### src/rtl/katadc_serial_config.sv
// Serial configuration engine for the KATADC ADC083000 3-wire control port.
// Shifts {12'h001, addr, data} MSB first on SCLK/SDATA framed by SEN_n, then holds and deselects.
module katadc_serial_config #(
    parameter int CLK_DIV = 8
) (
    input  logic        OPB_Clk,
    input  logic        OPB_Rst,
    input  logic [15:0] config_data,
    input  logic [3:0]  config_addr,
    input  logic        config_start,
    output logic        config_idle,
    output logic        adc_sclk,
    output logic        adc_sdata,
    output logic        adc_sen_n
);

    localparam int CW = (CLK_DIV > 2) ? $clog2(CLK_DIV) : 1;
    localparam logic [CW-1:0] DIV_LAST = CW'(CLK_DIV - 1);

    typedef enum logic [1:0] {
        IDLE,
        SHIFT,
        HOLD,
        GAP
    } state_t;

    state_t        state_q, state_d;
    logic [CW-1:0] div_cnt_q, div_cnt_d;
    logic [5:0]    bit_cnt_q, bit_cnt_d;
    logic [31:0]   shreg_q, shreg_d;
    logic          idle_q, idle_d;
    logic          sclk_q, sclk_d;
    logic          sdata_q, sdata_d;
    logic          sen_n_q, sen_n_d;
    logic          half_done;

    assign half_done = (div_cnt_q == DIV_LAST);

    // Pins are driven from the current state one cycle later, so every output is a clean flop.
    always_comb begin
        state_d   = state_q;
        div_cnt_d = div_cnt_q;
        bit_cnt_d = bit_cnt_q;
        shreg_d   = shreg_q;
        idle_d    = 1'b0;
        sclk_d    = 1'b0;
        sdata_d   = 1'b0;
        sen_n_d   = 1'b1;

        case (state_q)
            IDLE: begin
                idle_d = 1'b1;
                if (config_start) begin
                    state_d   = SHIFT;
                    shreg_d   = {12'h001, config_addr, config_data};
                    div_cnt_d = '0;
                    bit_cnt_d = '0;
                end
            end

            SHIFT: begin
                sen_n_d = 1'b0;
                sclk_d  = bit_cnt_q[0];
                sdata_d = shreg_q[31];
                if (half_done) begin
                    div_cnt_d = '0;
                    bit_cnt_d = bit_cnt_q + 6'd1;
                    // Advance data only after the high half so SDATA moves while SCLK is low.
                    if (bit_cnt_q[0]) begin
                        shreg_d = {shreg_q[30:0], 1'b0};
                    end
                    if (bit_cnt_q == 6'd63) begin
                        state_d   = HOLD;
                        bit_cnt_d = '0;
                    end
                end else begin
                    div_cnt_d = div_cnt_q + 1'b1;
                end
            end

            HOLD: begin
                sen_n_d = 1'b0;
                if (half_done) begin
                    div_cnt_d = '0;
                    state_d   = GAP;
                end else begin
                    div_cnt_d = div_cnt_q + 1'b1;
                end
            end

            GAP: begin
                if (half_done) begin
                    div_cnt_d = '0;
                    if (bit_cnt_q[0]) begin
                        bit_cnt_d = '0;
                        state_d   = IDLE;
                    end else begin
                        bit_cnt_d = 6'd1;
                    end
                end else begin
                    div_cnt_d = div_cnt_q + 1'b1;
                end
            end

            default: begin
                state_d = IDLE;
            end
        endcase
    end

    always_ff @(posedge OPB_Clk or posedge OPB_Rst) begin
        if (OPB_Rst) begin
            state_q   <= IDLE;
            div_cnt_q <= '0;
            bit_cnt_q <= '0;
            shreg_q   <= '0;
            idle_q    <= 1'b1;
            sclk_q    <= 1'b0;
            sdata_q   <= 1'b0;
            sen_n_q   <= 1'b1;
        end else begin
            state_q   <= state_d;
            div_cnt_q <= div_cnt_d;
            bit_cnt_q <= bit_cnt_d;
            shreg_q   <= shreg_d;
            idle_q    <= idle_d;
            sclk_q    <= sclk_d;
            sdata_q   <= sdata_d;
            sen_n_q   <= sen_n_d;
        end
    end

    assign config_idle = idle_q;
    assign adc_sclk    = sclk_q;
    assign adc_sdata   = sdata_q;
    assign adc_sen_n   = sen_n_q;

endmodule

### config.mk
export PLATFORM = sky130hd
export DESIGN_NAME = katadc_serial_config
export DESIGN_NICKNAME = d
export VERILOG_FILES = /design/src/rtl/katadc_serial_config.sv
export SDC_FILE = /design/constraint.sdc
export NUM_CORES = 1
export LEC_CHECK = 0
export CAP_MARGIN = 20
export CORE_AREA = 5 5 81 83
export CTS_BUF_LIST = sky130_fd_sc_hd__clkbuf_16
export CTS_CLUSTER_SIZE = 30
export DETAILED_ROUTE_END_ITERATION = 16
export DIE_AREA = 0 0 86 88
export GPL_TIMING_DRIVEN = 0
export PLACE_DENSITY = 0.63
export SLEW_MARGIN = 5
export SYNTH_ARGS = -nofsm -noshare
export SYNTH_HDL_FRONTEND = slang
export SYNTH_SLANG_ARGS = --single-unit
### constraint.sdc
create_clock -name OPB_Clk -period 1.55 [get_ports OPB_Clk]
set_input_delay 0.2325 -clock OPB_Clk [delete_from_list [all_inputs] [get_ports OPB_Clk]]
set_output_delay 0.2325 -clock OPB_Clk [all_outputs]
set_load 0.02 [all_outputs]
==> out/summary.json <==
{
  "die_w": {"value": 86, "unit": "um"},
  "drt_first_pass_iters": {"value": 4},
  "timing_worst_slew_pin_value": {"value": 255, "unit": "ps"},
  "timing.critical_path.slowest_stage_cell": {"value": "dfrtp_2"},
  "ys_seq_elements": {"value": 47},
  "setup.worst_path.class": {"value": "flip-flop to flip-flop"},
  "via_count_of_the_first_global_routing_pass": {"value": 1647},
  "drv_cap": {"value": 0},
  "multi_input_area": {"value": 1060, "unit": "um^2"},
  "cp-end-kind": {"value": "flip-flop"},
  "area_share_of_the_largest_cell_type_after_synthesis": {"value": 0.510},
  "yosys-top-cells-area": {"value": "dfrtp_1 (51%), mux2i_1 (10%), nand2_1 (8.7%)"},
  "max_stage_delay": {"value": 440, "unit": "ps"},
  "grt_first_pass_wirelength": {"value": 7710, "unit": "um"},
  "dieArea": {"value": 7570, "unit": "um^2"},
  "drive_above_1_share": {"value": 0.230},
  "final_max_slew_viol_count": {"value": 0},
  "synthDistinctLibCells": {"value": 35},
  "leakage_power": {"value": 1.40, "unit": "nW"},
  "starting_utilization_of_the_core_area": {"value": 0.382},
  "failed_checks": {"value": "negative setup slack"},
  "synth_top_flop_cell": {"value": "dfrtp_1"},
  "final.fill_count": {"value": 530},
  "timing.critical_path.from_type": {"value": "flip-flop"},
  "register_area": {"value": 1180, "unit": "um^2"},
  "status": {"value": "complete, but fails checks"},
  "synth_fp_nets": {"value": 250},
  "synthesis.area": {"value": 2210, "unit": "um^2"},
  "crit_path_cell_trace": {"value": "inv_4 > ha_4 > buf_12 > nand2b_4 > o221ai_1 > nor2_2 > mux2i_1"},
  "layout-area-overhead-vs-synth": {"value": 37.5, "unit": "%"},
  "period_minus_slack": {"value": 1570, "unit": "ps"},
  "num_io_pins": {"value": 27},
  "synth_enable_flop_cells": {"value": 0},
  "worst_hold_path_type": {"value": "input port to async pin"},
  "ctsLongestPathBuffers": {"value": 2},
  "via_per_inst": {"value": 4.84},
  "tritoncts": {"value": "built"},
  "placeableCoreArea": {"value": 5780, "unit": "um^2"},
  "num_rows": {"value": 28},
  "antennaDiodeCount": {"value": 0},
  "post-synth-top-area-cell": {"value": "dfrtp_1"},
  "finalCritPeriodShare": {"value": 1.01},
  "report.final.setup_viol": {"value": 1},
  "syn-instance-count": {"value": 219},
  "rsz0062_at_grt": {"value": "true"},
  "numPortBuffers": {"value": 26},
  "clkLatencyLatePin": {"value": 290, "unit": "ps"},
  "postSynthAreaPerCell": {"value": 10.1, "unit": "um^2"},
  "dr_total_vias": {"value": 1666},
  "route.final.wire_length": {"value": 4580, "unit": "um"},
  "gp_congestion": {"value": 0.771},
  "maxClockFrequency": {"value": 638, "unit": "MHz"},
  "p_per_area": {"value": 1960, "unit": "nW/um^2"},
  "timing.final.hold_violations": {"value": 0},
  "globalRouteOverflowTotal": {"value": 0},
  "grt_start_max_net_pins": {"value": 39},
  "peakVddDrop": {"value": 0.00121, "unit": "V"},
  "share_of_synthesized_area_occupied_by_flip_flops_and_latches": {"value": 0.534},
  "clock_sinks": {"value": 47},
  "dp_hpwl": {"value": 2990, "unit": "um"},
  "fin_worst_hold_slack": {"value": 194, "unit": "ps"},
  "route.detailed.drc": {"value": 0},
  "gr-usage-all-layers": {"value": 0.130},
  "finish.instance_area": {"value": 3030, "unit": "um^2"},
  "antenna_found_initial": {"value": 0},
  "worstPathRequired": {"value": 1740, "unit": "ps"},
  "setup_slack": {"value": -16.8, "unit": "ps"},
  "number_of_nets_still_failing_antenna_checks_after_routing": {"value": 0},
  "wl_per_cell": {"value": 13.3, "unit": "um"},
  "cp_max_fo": {"value": 7},
  "cts.hold.buffers_added": {"value": 0},
  "num-nets-final": {"value": 299},
  "cts.root.buffer_cell": {"value": "clkbuf_16"},
  "total_cell_area_at_the_placement_stage": {"value": 2600, "unit": "um^2"},
  "final_util": {"value": 0.525},
  "critical_path_arrival": {"value": 1760, "unit": "ps"},
  "fp.dieH": {"value": 88, "unit": "um"},
  "asyncSetResetFlopFracSynth": {"value": 1.00},
  "mostFrequentLayoutCells": {"value": "nand2_1 (50), dfrtp_1 (43), clkdlybuf4s50_1 (24)"},
  "drt_iter0_markers": {"value": 69},
  "worst_clock_skew": {"value": 8.42, "unit": "ps"},
  "yosys_warnings": {"value": 0},
  "numCtsBuffers": {"value": 5},
  "slew-limit-headroom": {"value": 0.830},
  "ctsHtreeMaxLevel": {"value": 2},
  "most_common_library_cell_in_the_layout_ignoring_fill_and_taps": {"value": "nand2_1"},
  "clkSlewWorstSetupHoldPaths": {"value": 60, "unit": "ps"}
}
per-layer routing:
metal | up-vias | wire [um] | global-route usage
met2 | 24 | 2130 | 0.206
met4 | 0 | 68 | 0.0388
met1 | 794 | 2210 | 0.175
li1 | 840 | - | -
met3 | 8 | 171 | 0.0329
met5 | - | 0 | 0
per-stage QoR:
step,total power [mW],setup TNS (ps),instances,setup WS (ps)
after CTS,5.63,0,336,5.87
after detailed placement,4.07,-6880,321,-242
after global routing,6.42,-1260,344,-106
after floorplan,3.50,-13.8,219,-13.8
final,5.94,-16.8,344,-16.8
after global placement,4.00,-42630,320,-798
Yosys cell counts (2+ instances only):
cell,count
nand2_1,51
dfrtp_1,45
o21ai_0,23
mux2i_1,22
nand3_1,15
inv_1,9
ha_1,8
buf_2,6
o21ai_1,5
nand2b_1,3
nor2_1,3
a21o_1,2
a22o_1,2
and2_1,2
and3_1,2
dfstp_2,2
worst paths after layout:
| kind | from | endpoint | slack [ps] | cells past startpoint |
|---|---|---|---|---|
| hold reg to reg | shreg_q[31]$_DFFE_PP0P_ | shreg_q[31]$_DFFE_PP0P_ | 460 | 2 |
| hold / removal | OPB_Rst | adc_sdata$_DFF_PP0_ | 190 | 2 |
| max in group asynchronous | OPB_Rst | bit_cnt_q[0]$_DFFE_PP0P_ | 860 | 3 |
| setup reg to reg | state_q[0]$_DFFE_PP0P_ | state_q[0]$_DFFE_PP0P_ | -20 | 7 |
| min in group OPB_Clk | shreg_q[31]$_DFFE_PP0P_ | shreg_q[31]$_DFFE_PP0P_ | 460 | 2 |
| setup / recovery | state_q[0]$_DFFE_PP0P_ | state_q[0]$_DFFE_PP0P_ | -20 | 7 |
registers in the layout (all words and copies together), names as in the netlist:
register     flops
shreg_q         32
bit_cnt_q        6
div_cnt_q        3
state_q          2
adc_sclk         1
adc_sdata        1
adc_sen_n        1
config_idle      1
worst max-delay path: cells and delay by family (launching register included):
family,cells,cell delay (ps)
adder cells (fa/ha/maj),1,200
flip-flops,1,440
multiplexers,1,230
buffers and inverters,2,200
AO/OA/AOI/OAI,1,120
AND/OR/NAND/NOR,2,290
cells by family (layout without fill, tap and decap cells):
logic type | count (synthesis) | after routing | share of synthesized area
DFF | 47 | 47 | 0.534
adders and majority gates | 8 | 8 | 0.0454
buffers and inverters | 19 | 69 | 0.0397
and+or+nand+nor | 85 | 85 | 0.178
AOI/OAI and AO/OA | 38 | 38 | 0.103
muxes | 22 | 22 | 0.0998
layout make-up:
| type | instances | share of cell area |
|---|---|---|
| Buffer | 10 | 0.0363 |
| Timing Repair Buffer | 42 | 0.134 |
| Clock buffer | 5 | 0.0412 |
| Inverter | 9 | 0.0120 |
| Sequential cell | 47 | 0.389 |
| Tap cell | 75 | 0.0309 |
| Clock inverter | 3 | 0.00536 |
| Multi-Input combinational cell | 153 | 0.351 |
power by group:
group	internal, mW	total, mW	switching [mW]
clock	0.589	1.04	0.454
sequential	1.67	1.92	0.246
combinational	1.47	2.98	1.51
total	3.73	5.94	2.21
timing repair:
| action | in CTS | in global routing |
|---|---|---|
| endpoints found under the hold margin | 0 | 0 |
| gates cloned | 0 | 1 |
| pin swaps | 4 | 4 |
| gates resized for setup | 36 | 24 |
| buffers inserted | 7 | 7 |
| endpoints found under the setup margin | 38 | 37 |
No activity file was read; power rests on OpenSTA's default activity.
